<file path="config.mk">
export PLATFORM = sky130hd
export DESIGN_NAME = seq_divider_flat
export DESIGN_NICKNAME = d
export VERILOG_FILES = /design/src/rtl/seq_divider_if.sv /design/src/rtl/seq_divider.sv /design/src/flat_wrapper.sv
export SDC_FILE = /design/constraint.sdc
export NUM_CORES = 1
export LEC_CHECK = 0
export CORE_MARGIN = 5
export CORE_UTILIZATION = 40
export CTS_CLUSTER_DIAMETER = 80
export DETAILED_ROUTE_END_ITERATION = 6
export PLACE_DENSITY = 0.66
export SYNTH_ARGS = -nofsm -noshare
export SYNTH_HDL_FRONTEND = slang
export SYNTH_SLANG_ARGS = --single-unit
export TNS_END_PERCENT = 30
</file>
<file path="constraint.sdc">
create_clock -name clock -period 3.05 [get_ports clock]
set_input_delay 0.61 -clock clock [delete_from_list [all_inputs] [get_ports clock]]
set_output_delay 0.61 -clock clock [all_outputs]
set_load 0.01 [all_outputs]
</file>
<file path="src/rtl/seq_divider_if.sv">
// rtl/seq_divider_if.sv - start/busy/done divider port bundle; signed_op exists only with SEQ_DIV_SIGNED_EN
interface seq_divider_if #(
  parameter int WIDTH = 32
);
  logic             start;
  logic [WIDTH-1:0] a;
  logic [WIDTH-1:0] b;
`ifdef SEQ_DIV_SIGNED_EN
  logic             signed_op;
`endif
  logic             busy;
  logic             done;
  logic             div_by_zero;
  logic [WIDTH-1:0] q;
  logic [WIDTH-1:0] r;

  modport master (
    input  busy, done, div_by_zero, q, r,
    output start, a, b
`ifdef SEQ_DIV_SIGNED_EN
    , signed_op
`endif
  );

  modport slave (
    output busy, done, div_by_zero, q, r,
    input  start, a, b
`ifdef SEQ_DIV_SIGNED_EN
    , signed_op
`endif
  );
endinterface

</file>
<file path="src/rtl/seq_divider.sv">
// rtl/seq_divider.sv - restoring divider, one quotient bit per clock; SEQ_DIV_SIGNED_EN adds signed operation
module seq_divider #(
  parameter int WIDTH = 32
) (
  input  logic          clock,
  input  logic          reset,
  seq_divider_if.slave  bus
);
  localparam int CNT_W = $clog2(WIDTH + 1);

  typedef enum logic [1:0] {
    IDLE = 2'd0,
    CALC = 2'd1,
    DONE = 2'd2
  } state_t;

  state_t           state_q, state_d;
  logic [WIDTH-1:0] quo_q, quo_d;     // dividend shifting out, quotient shifting in
  logic [WIDTH-1:0] rem_q, rem_d;     // partial remainder, always < divisor
  logic [WIDTH-1:0] div_q, div_d;     // divisor magnitude
  logic [CNT_W-1:0] cnt_q, cnt_d;
  logic [WIDTH-1:0] q_q, q_d;
  logic [WIDTH-1:0] r_q, r_d;
  logic             done_q, done_d;
  logic             dbz_q, dbz_d;
  logic             neg_q_q, neg_q_d; // negate quotient at the end
  logic             neg_r_q, neg_r_d; // negate remainder at the end

  logic             op_signed;
  logic [WIDTH-1:0] a_mag, b_mag;
  logic [WIDTH:0]   rem_sh;
  logic             sub_ok;
  logic [WIDTH-1:0] rem_new, quo_new;

`ifdef SEQ_DIV_SIGNED_EN
  assign op_signed = bus.signed_op;
`else
  assign op_signed = 1'b0;
`endif

  // Operand magnitudes; the most negative value maps onto itself, which is its correct unsigned magnitude
  always_comb begin
    a_mag = (op_signed && bus.a[WIDTH-1]) ? (~bus.a + 1'b1) : bus.a;
    b_mag = (op_signed && bus.b[WIDTH-1]) ? (~bus.b + 1'b1) : bus.b;
  end

  // One restoring step: shift the next dividend bit into the remainder and trial-subtract
  always_comb begin
    rem_sh  = {rem_q, quo_q[WIDTH-1]};
    sub_ok  = (rem_sh >= {1'b0, div_q});
    rem_new = sub_ok ? WIDTH'(rem_sh - {1'b0, div_q}) : rem_sh[WIDTH-1:0];
    quo_new = {quo_q[WIDTH-2:0], sub_ok};
  end

  // Next-state and datapath control
  always_comb begin
    state_d = state_q;
    quo_d   = quo_q;
    rem_d   = rem_q;
    div_d   = div_q;
    cnt_d   = cnt_q;
    q_d     = q_q;
    r_d     = r_q;
    done_d  = done_q;
    dbz_d   = dbz_q;
    neg_q_d = neg_q_q;
    neg_r_d = neg_r_q;
    case (state_q)
      IDLE, DONE: begin
        if (bus.start) begin
          if (bus.b == '0) begin
            // Divide by zero bypasses CALC and reports on the accept edge itself
            q_d     = '1;
            r_d     = bus.a;
            done_d  = 1'b1;
            dbz_d   = 1'b1;
            state_d = DONE;
          end else begin
            quo_d   = a_mag;
            div_d   = b_mag;
            rem_d   = '0;
            cnt_d   = CNT_W'(WIDTH);
            neg_q_d = op_signed && (bus.a[WIDTH-1] ^ bus.b[WIDTH-1]);
            neg_r_d = op_signed && bus.a[WIDTH-1];
            done_d  = 1'b0;
            dbz_d   = 1'b0;
            state_d = CALC;
          end
        end
      end
      CALC: begin
        quo_d = quo_new;
        rem_d = rem_new;
        cnt_d = cnt_q - CNT_W'(1);
        if (cnt_q == CNT_W'(1)) begin
          // Last quotient bit: publish the result, applying signs for the signed case
          q_d     = neg_q_q ? (~quo_new + 1'b1) : quo_new;
          r_d     = neg_r_q ? (~rem_new + 1'b1) : rem_new;
          done_d  = 1'b1;
          state_d = DONE;
        end
      end
      default: state_d = IDLE;
    endcase
  end

  // State registers with synchronous reset
  always_ff @(posedge clock) begin
    if (reset) begin
      state_q <= IDLE;
      quo_q   <= '0;
      rem_q   <= '0;
      div_q   <= '0;
      cnt_q   <= '0;
      q_q     <= '0;
      r_q     <= '0;
      done_q  <= 1'b0;
      dbz_q   <= 1'b0;
      neg_q_q <= 1'b0;
      neg_r_q <= 1'b0;
    end else begin
      state_q <= state_d;
      quo_q   <= quo_d;
      rem_q   <= rem_d;
      div_q   <= div_d;
      cnt_q   <= cnt_d;
      q_q     <= q_d;
      r_q     <= r_d;
      done_q  <= done_d;
      dbz_q   <= dbz_d;
      neg_q_q <= neg_q_d;
      neg_r_q <= neg_r_d;
    end
  end

  assign bus.busy        = (state_q == CALC);
  assign bus.done        = done_q;
  assign bus.div_by_zero = dbz_q;
  assign bus.q           = q_q;
  assign bus.r           = r_q;
endmodule

</file>
<file path="src/flat_wrapper.sv">
// flat-port wrapper written by rule: the top's interface ports become plain ports
module seq_divider_flat 
#(
  parameter int WIDTH = 32
)
  (clock, reset, bus_busy, bus_done, bus_div_by_zero, bus_q, bus_r, bus_start, bus_a, bus_b);
  seq_divider_if #(.WIDTH(WIDTH)) bus_i ();
  input  logic clock;
  input  logic reset;
  output wire logic [$bits(bus_i.busy)-1:0] bus_busy;
  output wire logic [$bits(bus_i.done)-1:0] bus_done;
  output wire logic [$bits(bus_i.div_by_zero)-1:0] bus_div_by_zero;
  output wire logic [$bits(bus_i.q)-1:0] bus_q;
  output wire logic [$bits(bus_i.r)-1:0] bus_r;
  input wire logic [$bits(bus_i.start)-1:0] bus_start;
  input wire logic [$bits(bus_i.a)-1:0] bus_a;
  input wire logic [$bits(bus_i.b)-1:0] bus_b;
  assign bus_busy = bus_i.busy;
  assign bus_done = bus_i.done;
  assign bus_div_by_zero = bus_i.div_by_zero;
  assign bus_q = bus_i.q;
  assign bus_r = bus_i.r;
  assign bus_i.start = bus_start;
  assign bus_i.a = bus_a;
  assign bus_i.b = bus_b;
  seq_divider #(.WIDTH(WIDTH)) u_core (.clock(clock), .reset(reset), .bus(bus_i));
endmodule
</file>
==> results_dict.tcl, run 1 <==
set metrics [dict create \
    avgSynthCellArea_um2 8.005 \
    cp_common_cell "buf_4" \
    cts_tree "yes" \
    worst_pin_slew_ns 0.8921 \
    hold_class "register to register" \
    path_cells "inv_1 -> ha_1 -> buf_4 -> nand3_1 -> nor4_2 -> buf_4 -> a31oi_2 -> o41ai_2 -> a31o_2 -> buf_12 -> clkbuf_16 -> mux2i_1 -> o21ai_0 -> and2_1" \
    path_clk_slew_ns 0.08 \
    fmax_mhz 340.2 \
    synth_edf_count 0 \
    yosysWarnings 0 \
    max_slew_margin_pct 40.52 \
    synth_cell_types 76 \
    cts_made_buffers 17 \
    rows 54 \
    worstSkewPairLatency_ns 0.44 \
    critPathArrivalTime_ns 3.28 \
    cts_root_buf "clkbuf_16" \
    endpoint_kind "register" \
    max_cap_violations 0 \
    peakVddDrop_v 0.0005379 \
    fin_util_pct 53.50 \
    cp_max_fo 11 \
    core-area_um2 21890 \
    hold_ws_ns 0.4514 \
    finalHoldViolCount 0 \
    synth_area_um2 8901 \
    p_leak_nw 4.469 \
    required_ns 3.39 \
    setup_slack_ns 0.1102 \
    rrSetupSlack_ns 0.11 \
    worstSetupStartpointType "register" \
    die_w_um 159.2 \
    drive_above_1_share_pct 13.10 \
    ant_nets 0 \
    r2r-end "u_core.rem_q[13]$_SDFFE_PP0P_" \
    grt_max_degree 90 \
    slowest_delay_ns 0.36 \
    r2r-start "u_core.div_q[10]$_SDFFE_PP0P_" \
    placed_cell_area_um2 10870 \
    ys.flop_type "dfxtp_1" \
    antenna_found_initial 0 \
    synthesis.nets 1214 \
    dp_slack_ns -0.1145 \
    seq_area_frac_synth_pct 38.23 \
    worstSetupPathType "register to register" \
    routedWlPerCell_um 17.18 \
    place.port_buffers 133 \
    cts_sinks 170 \
    cts_hold_buf 0 \
    synth-seq-cells 170 \
    die_area_um2 25340 \
    finalWeightedCongestion 0.8804 \
    ctsLongestPathBuffers 2 \
    fin_crit_ns 2.940 \
    post-dp-hpwl_um 19880 \
    overflow 0 \
    ios 134 \
    grt_use_total_pct 20.37 \
    outcome "completed" \
    cp_slowest_cell "ha_1" \
    syn_inst 1112 \
    drcViolationCount 0 \
    via_per_inst 5.519 \
    fin_crit_sh_pct 96.39 \
    most-common-layout-cells "nand2_1, dfxtp_1, clkdlybuf4s50_1, nor2_1, a21oi_1" \
    start_util_pct 40.66 \
    power.density_nw_per_um2 977.7 \
    crit_path_start "u_core.div_q[10]$_SDFFE_PP0P_" \
    finalSetupViolCount 0 \
    htree_levels 4 \
    synthToLayoutAreaGrowth_pct 31.59 \
    drt_iter0_markers 659 \
    fin_skew_ns 0.009761 \
    worst-r2r-cell-count 14 \
    final_area_um2 11710 \
    async_reset_ff_share_pct 0 \
    grt_pass1_vias 8191 \
    finalNetCount 1364 \
    final-max-slew-violation-count 0 \
    dr.pass1.iters 5 \
    routed_wl_um 26720 \
    die-height_um 159.2 \
    crit_path_end "u_core.rem_q[13]$_SDFFE_PP0P_" \
    grt_pass1_wl_um 43180 \
    layout_commonest_cell "nand2_1" \
    via_count 8582 \
    antennaDiodeCount 0 \
]
worst max-delay path, delay by kind of cell, from the launching register on:
kind	cells	cell delay, ns
buffers and inverters	5	0.65
flip-flops	1	0.33
adder cells (fa/ha/maj)	1	0.36
AND/OR/NAND/NOR	3	0.60
multiplexers	1	0.32
AO/OA/AOI/OAI	4	0.58
cell families after synthesis:
family	count (synthesis)	synth area share [%]
AO/OA/AOI/OAI	329	26.19
XOR/XNOR	30	2.952
multiplexers	21	2.390
AND/OR/NAND/NOR	407	19.55
buffers and inverters	120	5.679
flip-flops	170	38.23
adder cells (fa/ha/maj)	35	5.004
state kept, by name (all words and copies together), names as in the netlist:
name                    count
u_core.bus.div_by_zero      1
u_core.bus.done             1
u_core.bus.q               32
u_core.bus.r               32
u_core.cnt_q                6
u_core.div_q               32
u_core.quo_q               32
u_core.rem_q               32
u_core.state_q              2
cells in the mapped netlist, types with 3 or more instances:
library cell	n	area share (%)
dfxtp_1	170	38
a311oi_1	39	3.8
inv_1	42	1.8
nand4_1	8	0.56
o21a_1	6	0.51
nor2_1	122	5.1
nand2_1	205	8.6
or3_1	6	0.42
a21oi_1	106	6.0
o21bai_1	7	0.59
a211oi_1	33	2.8
xnor2_1	20	2.0
xor2_1	10	0.98
nand3_1	11	0.62
a211o_1	19	1.9
a21oi_2	6	0.59
nand2b_1	8	0.56
buf_2	8	0.45
o2bb2a_1	7	0.79
o21ai_0	36	2.0
nor3_1	12	0.67
mux2i_1	19	2.1
and3_1	3	0.21
a31oi_1	4	0.28
a21o_1	18	1.5
ha_1	34	4.8
o21ai_1	3	0.17
and2_1	5	0.35
o31ai_1	4	0.34
o211ai_1	4	0.34
nor4_1	14	0.98
clkbuf_1	63	2.7
a2bb2oi_1	6	0.59
worst min-delay path by stage:
stage / start / to / cells after the start / slack (ns)
after global placement: u_core.state_q[1]$_SDFFE_PP0P_ / u_core.state_q[1]$_SDFFE_PP0P_ / 2 / 0.44
after CTS: u_core.bus.r[5]$_SDFFE_PP0P_ / u_core.bus.r[5]$_SDFFE_PP0P_ / 2 / 0.46
after detailed placement: u_core.state_q[1]$_SDFFE_PP0P_ / u_core.state_q[1]$_SDFFE_PP0P_ / 2 / 0.44
after floorplan: u_core.state_q[1]$_SDFFE_PP0P_ / u_core.state_q[1]$_SDFFE_PP0P_ / 2 / 0.43
after global routing: u_core.div_q[22]$_SDFFE_PP0P_ / u_core.div_q[22]$_SDFFE_PP0P_ / 2 / 0.47
final: u_core.bus.r[5]$_SDFFE_PP0P_ / u_core.bus.r[5]$_SDFFE_PP0P_ / 2 / 0.45
layer usage:
metal / part of all wire [%] / global-route usage [%] / up-vias
met5: 0 / 0 / -
met4: 2.0 / 5.622 / 0
met3: 5.9 / 3.288 / 43
met2: 44 / 31.16 / 270
met1: 49 / 29.75 / 4006
li1: - / - / 4263
layout make-up:
| type | instances | area, um2 |
|---|---|---|
| well taps | 280 | 350.3 |
| multi-input cells | 822 | 5161 |
| fillers | 2103 | 10180 |
| repair buffers | 209 | 2021 |
| clock inverters | 15 | 188.9 |
| inverters | 42 | 157.7 |
| flip-flops and latches | 170 | 3408 |
| clock buffers | 17 | 425.4 |
what timing repair did:
item	CTS	global route
hold endpoints to repair	0	0
setup endpoints to repair	3	41
gates cloned	0	1
pin swaps	6	23
resized for setup	1	34
setup buffers	0	5
through the flow:
step,instances,power [W],setup TNS (ns)
floorplan,1112,0.006745,0
global placement,1517,0.008596,-4.555
detailed placement,1517,0.008636,-4.392
CTS,1549,0.01089,0
global route,1555,0.01212,-0.02321
finish,1555,0.01145,0
power breakdown:
group,internal [W],switching (W)
combinational,0.00314,0.00344
sequential,0.00245,0.000206
clock,0.00112,0.00110
total,0.00671,0.00474
(Power assumes the default switching activity.)
==> run 2, diff against run 1 <==
Settings changed: CORE_MARGIN 5 to 2.
==> results_dict.tcl, run 2 (synthesis gave the netlist of run 1 again) <==
set metrics [dict create \
    outcome "completed" \
    finalHoldViolCount 0 \
    ios 134 \
    drive_above_1_share_pct 12.30 \
    grt_pass1_vias 7686 \
    die_area_um2 23460 \
    path_clk_slew_ns 0.07 \
    dpl.cell_count 1513 \
    worstSetupPathType "register to register" \
    grt_max_degree 112 \
    clkPwrFrac_pct 20.2 \
    p_switching_w 0.004547 \
    final_area_um2 11600 \
    dr.pass1.iters 5 \
    cpLargestDelayFamily "compound AO/OA/AOI/OAI gates" \
    max_slew_margin_pct 64.09 \
    fin_crit_ns 2.966 \
    slowest_delay_ns 0.36 \
    cts_tree "yes" \
    placed_cell_area_um2 10870 \
    worst_pin_slew_ns 0.5386 \
    via_per_inst 5.494 \
    start_util_pct 40.79 \
    die_w_um 153.2 \
    worst-path-buf-inv 3 \
    core-area_um2 21820 \
    tns_ns 0 \
    worstSkewPairLatency_ns 0.44 \
    path_cells "inv_1 -> ha_2 -> inv_1 -> fa_2 -> a21o_1 -> a221oi_4 -> a2111oi_4 -> a2111oi_4 -> buf_4 -> o31a_1 -> xnor2_1 -> mux2_4 -> a22oi_2 -> nor2_1" \
    p_leak_nw 4.407 \
    endpoint_kind "register" \
    overflow 0 \
    ctsLongestPathBuffers 2 \
    switching_share_pct 41.34 \
    post-dp-hpwl_um 19120 \
    hold_class "register to register" \
    fin_crit_sh_pct 97.25 \
    fmax_mhz 337.2 \
    layout_commonest_cell "nand2_1" \
    cts_sinks 170 \
    power.density_nw_per_um2 947.8 \
    grt_pass1_wl_um 41410 \
    final-max-slew-violation-count 0 \
    drcViolationCount 0 \
    die-height_um 153.2 \
    antenna_found_initial 0 \
    max_cap_violations 0 \
    fin_skew_ns 0.01026 \
    required_ns 3.36 \
    antennaDiodeCount 0 \
    place.port_buffers 133 \
    cts_made_buffers 17 \
    synthToLayoutAreaGrowth_pct 30.38 \
    finalSetupViolCount 0 \
    pwr-share-comb_pct 55.7 \
    cp_max_fo 3 \
    rows 54 \
    finalWeightedCongestion 0.9150 \
    worstSetupStartpointType "register" \
    p_seq_share_pct 24.1 \
    finalNetCount 1357 \
    cp_slowest_cell "a2111oi_4" \
    rsz0062_at_grt "yes" \
    final_cells 1548 \
    grt_use_total_pct 21.70 \
    htree_levels 4 \
    peakVddDrop_v 0.0004894 \
    via_count 8505 \
    routedWlPerCell_um 16.75 \
    routed_wl_um 25930 \
    cts_root_buf "clkbuf_16" \
    intPower_w 0.006452 \
    drt_iter0_markers 644 \
    critPathArrivalTime_ns 3.27 \
    ant_nets 0 \
    most-common-layout-cells "nand2_1, dfxtp_1, clkdlybuf4s50_1, nor2_1, a21oi_1" \
]
[run 2: worst paths after layout]
path	slack (ns)	endpoint	start	depth (start not counted)
worst max-delay path	0.08	u_core.rem_q[26]$_SDFFE_PP0P_	u_core.quo_q[31]$_SDFFE_PP0P_	14
worst min register to register	0.45	u_core.bus.r[9]$_SDFFE_PP0P_	u_core.bus.r[9]$_SDFFE_PP0P_	2
worst min-delay path	0.45	u_core.bus.r[9]$_SDFFE_PP0P_	u_core.bus.r[9]$_SDFFE_PP0P_	2
worst max register to register	0.08	u_core.rem_q[26]$_SDFFE_PP0P_	u_core.quo_q[31]$_SDFFE_PP0P_	14
[run 2: worst register-to-register path: stages, from the launching register on]
cell and delay [ns]:
dfxtp_1 0.32, inv_1 0.06, ha_2 0.17, inv_1 0.05
fa_2 0.33, a21o_1 0.21, a221oi_4 0.34, a2111oi_4 0.12
a2111oi_4 0.36, buf_4 0.19, o31a_1 0.15, xnor2_1 0.07
mux2_4 0.29, a22oi_2 0.12, nor2_1 0.05
[run 2: through the flow]
| stage | hold slack [ns] | utilization (%) | setup slack (ns) | power (W) |
|---|---|---|---|---|
| floorplan | 0.4312 | - | 0.04215 | 0.006745 |
| global placement | 0.4377 | 49.79 | 0.03903 | 0.008391 |
| detailed placement | 0.4468 | 49.79 | -0.01885 | 0.008430 |
| CTS | 0.4563 | 52.57 | 0.01632 | 0.01068 |
| global route | 0.4712 | 53.18 | -0.04935 | 0.01166 |
| finish | 0.4521 | 53.18 | 0.08400 | 0.01100 |
[run 2: cell type report]
type,count,area [um2]
Clock buffer,17,425.4
Clock inverter,15,175.2
Fill cell,2104,10220
Inverter,42,157.7
Multi-Input combinational cell,822,5127
Sequential cell,170,3406
Tap cell,280,350.3
Timing Repair Buffer,202,1963
[run 2: power by group through the flow]
stage	clock network (W)	registers, W	logic, W
floorplan	0	0.00262	0.00412
global placement	0	0.00268	0.00571
detailed placement	0	0.00269	0.00574
CTS	0.00225	0.00264	0.00580
global route	0.00234	0.00268	0.00663
finish	0.00222	0.00265	0.00612
[run 2: metal layers]
metal / GRT usage, % / vias to the layer above / routed length (um)
met3: 3.657 / 27 / 1416
li1: - / 4247 / -
met1: 32.91 / 3977 / 12980
met4: 5.379 / 0 / 318
met5: 0 / - / 0
met2: 31.85 / 254 / 11210
[run 2: repair_timing]
item | in CTS | in global routing
buffers inserted | 0 | 3
endpoints found under the hold margin | 0 | 0
hold buffers | 0 | 0
pin swaps | 1 | 16
endpoints found under the setup margin | 6 | 53
gates resized for setup | 2 | 29
==> run 3, diff against run 2 <==
Settings changed: CAP_MARGIN from default to 30, DONT_BUFFER_PORTS from default to 1, PLACE_DENSITY 0.66 to 0.58.
==> results_dict.tcl, run 3 (synthesis gave the netlist of run 1 again) <==
set metrics [dict create \
    clkPwrFrac_pct 19.2 \
    hold_ws_ns 0.2452 \
    path_clk_slew_ns 0.07 \
    critPathArrivalTime_ns 3.28 \
    grt_max_degree 156 \
    path_cells "inv_1 -> ha_1 -> inv_1 -> fa_2 -> a21o_1 -> a22o_1 -> o311a_1 -> o2bb2ai_2 -> a21oi_2 -> buf_4 -> o31ai_1 -> xnor2_1 -> o21a_1 -> o31ai_1" \
    peakVddDrop_v 0.0004847 \
    required_ns 3.40 \
    outcome "completed" \
    p_leak_nw 3.894 \
    ant_nets 0 \
    pwr-share-comb_pct 56.9 \
    cts_root_buf "clkbuf_16" \
    overflow 0 \
    cp_max_fo 3 \
    routedWlPerCell_um 18.00 \
    worstSetupStartpointType "register" \
    worstSetupPathType "register to register" \
    dr.pass1.iters 5 \
    start_util_pct 40.79 \
    power.density_nw_per_um2 1088 \
    p_seq_share_pct 23.9 \
    fin_skew_ns 0.01173 \
    grt_use_total_pct 21.69 \
    hold_class "input port to register" \
    ctsLongestPathBuffers 2 \
    final-max-slew-violation-count 0 \
    antenna_found_initial 0 \
    ios 134 \
    grt_pass1_wl_um 41270 \
    max_slew_margin_pct 37.37 \
    worst-path-buf-inv 3 \
    place.port_buffers 0 \
    cts_made_buffers 17 \
    fin_crit_sh_pct 95.96 \
    post-dp-hpwl_um 18580 \
    via_per_inst 5.577 \
    layout_commonest_cell "nand2_1" \
    worstSkewPairLatency_ns 0.43 \
    htree_levels 4 \
    drive_above_1_share_pct 13.15 \
    cts_tree "yes" \
    cts_hold_buf 0 \
    finalSetupViolCount 0 \
    n_fill_cell 2194 \
    final_area_um2 10210 \
    finalWeightedCongestion 0.8841 \
    die_area_um2 23460 \
    p_switching_w 0.004541 \
    drt_iter0_markers 568 \
    rows 54 \
    routed_wl_um 25440 \
    intPower_w 0.006568 \
    finalHoldViolCount 0 \
    finalNetCount 1222 \
    grt_pass1_vias 7450 \
    slowest_delay_ns 0.34 \
    fin_crit_ns 2.927 \
    finalPower_w 0.01111 \
    via_count 7880 \
    cts_sinks 170 \
    placed_cell_area_um2 9474 \
    cpLargestDelayFamily "compound AO/OA/AOI/OAI gates" \
    core-area_um2 21820 \
    switching_share_pct 40.88 \
    most-common-layout-cells "nand2_1, dfxtp_1, nor2_1, a21oi_1, buf_4" \
    max_cap_violations 0 \
    antennaDiodeCount 0 \
    fmax_mhz 341.7 \
    worst_pin_slew_ns 0.9394 \
    cp_slowest_cell "fa_2" \
    synthToLayoutAreaGrowth_pct 14.72 \
    rsz0062_at_grt "yes" \
    die-height_um 153.2 \
    drcViolationCount 0 \
    endpoint_kind "register" \
    die_w_um 153.2 \
]
[run 3: cell type report]
class / instances / area, um2 / share of cell area [%]
clock buffers: 19 / 442.9 / 4.338
repair buffers: 67 / 578.1 / 5.661
inverters: 42 / 157.7 / 1.544
clock inverters: 13 / 128.9 / 1.262
multi-input cells: 822 / 5150 / 50.44
well taps: 280 / 350.3 / 3.431
flip-flops and latches: 170 / 3403 / 33.33
[run 3: power groups by stage]
stage | clock, W | combinational (W) | sequential [W]
after floorplan | 0 | 0.00412 | 0.00262
after global placement | 0 | 0.00585 | 0.00270
after detailed placement | 0 | 0.00585 | 0.00270
after CTS | 0.00217 | 0.00591 | 0.00265
after global routing | 0.00227 | 0.00683 | 0.00268
final | 0.00213 | 0.00632 | 0.00265
[run 3: through the flow]
step | cells | utilization, % | setup slack (ns) | setup TNS, ns
2_1_floorplan | 1112 | - | 0.04215 | 0
3_3_place_gp | 1376 | 43.41 | 0.02058 | 0
3_5_place_dp | 1376 | 43.41 | -0.05279 | -0.08289
4_1_cts | 1409 | 46.08 | 0.01235 | 0
5_1_grt | 1413 | 46.79 | -0.006972 | -0.006972
6_report | 1413 | 46.79 | 0.1233 | 0
[run 3: repair_timing]
action,CTS,global route
pin swaps,8,15
gates resized for setup,1,25
setup endpoints to repair,2,45
buffers inserted,1,4
endpoints found under the hold margin,0,0
[run 3: per-layer routing]
metal  track usage, %  vias to the layer above  share of wire, %
met5                0                        -                 0
met4            5.732                        0               1.6
met3            5.018                       25               6.5
met2            31.63                      208                43
met1            32.06                     3672                49
li1                 -                     3975                 -
[run 3: worst paths after layout]
kind,endpoint,cells after the start,slack [ns],from
worst min register to register,u_core.div_q[22]$_SDFFE_PP0P_,2,0.45,u_core.div_q[22]$_SDFFE_PP0P_
worst max register to register,u_core.bus.r[28]$_SDFFE_PP0P_,14,0.12,u_core.quo_q[31]$_SDFFE_PP0P_
worst min-delay path,u_core.bus.q[20]$_SDFFE_PP0P_,1,0.25,reset
worst max-delay path,u_core.bus.r[28]$_SDFFE_PP0P_,14,0.12,u_core.quo_q[31]$_SDFFE_PP0P_
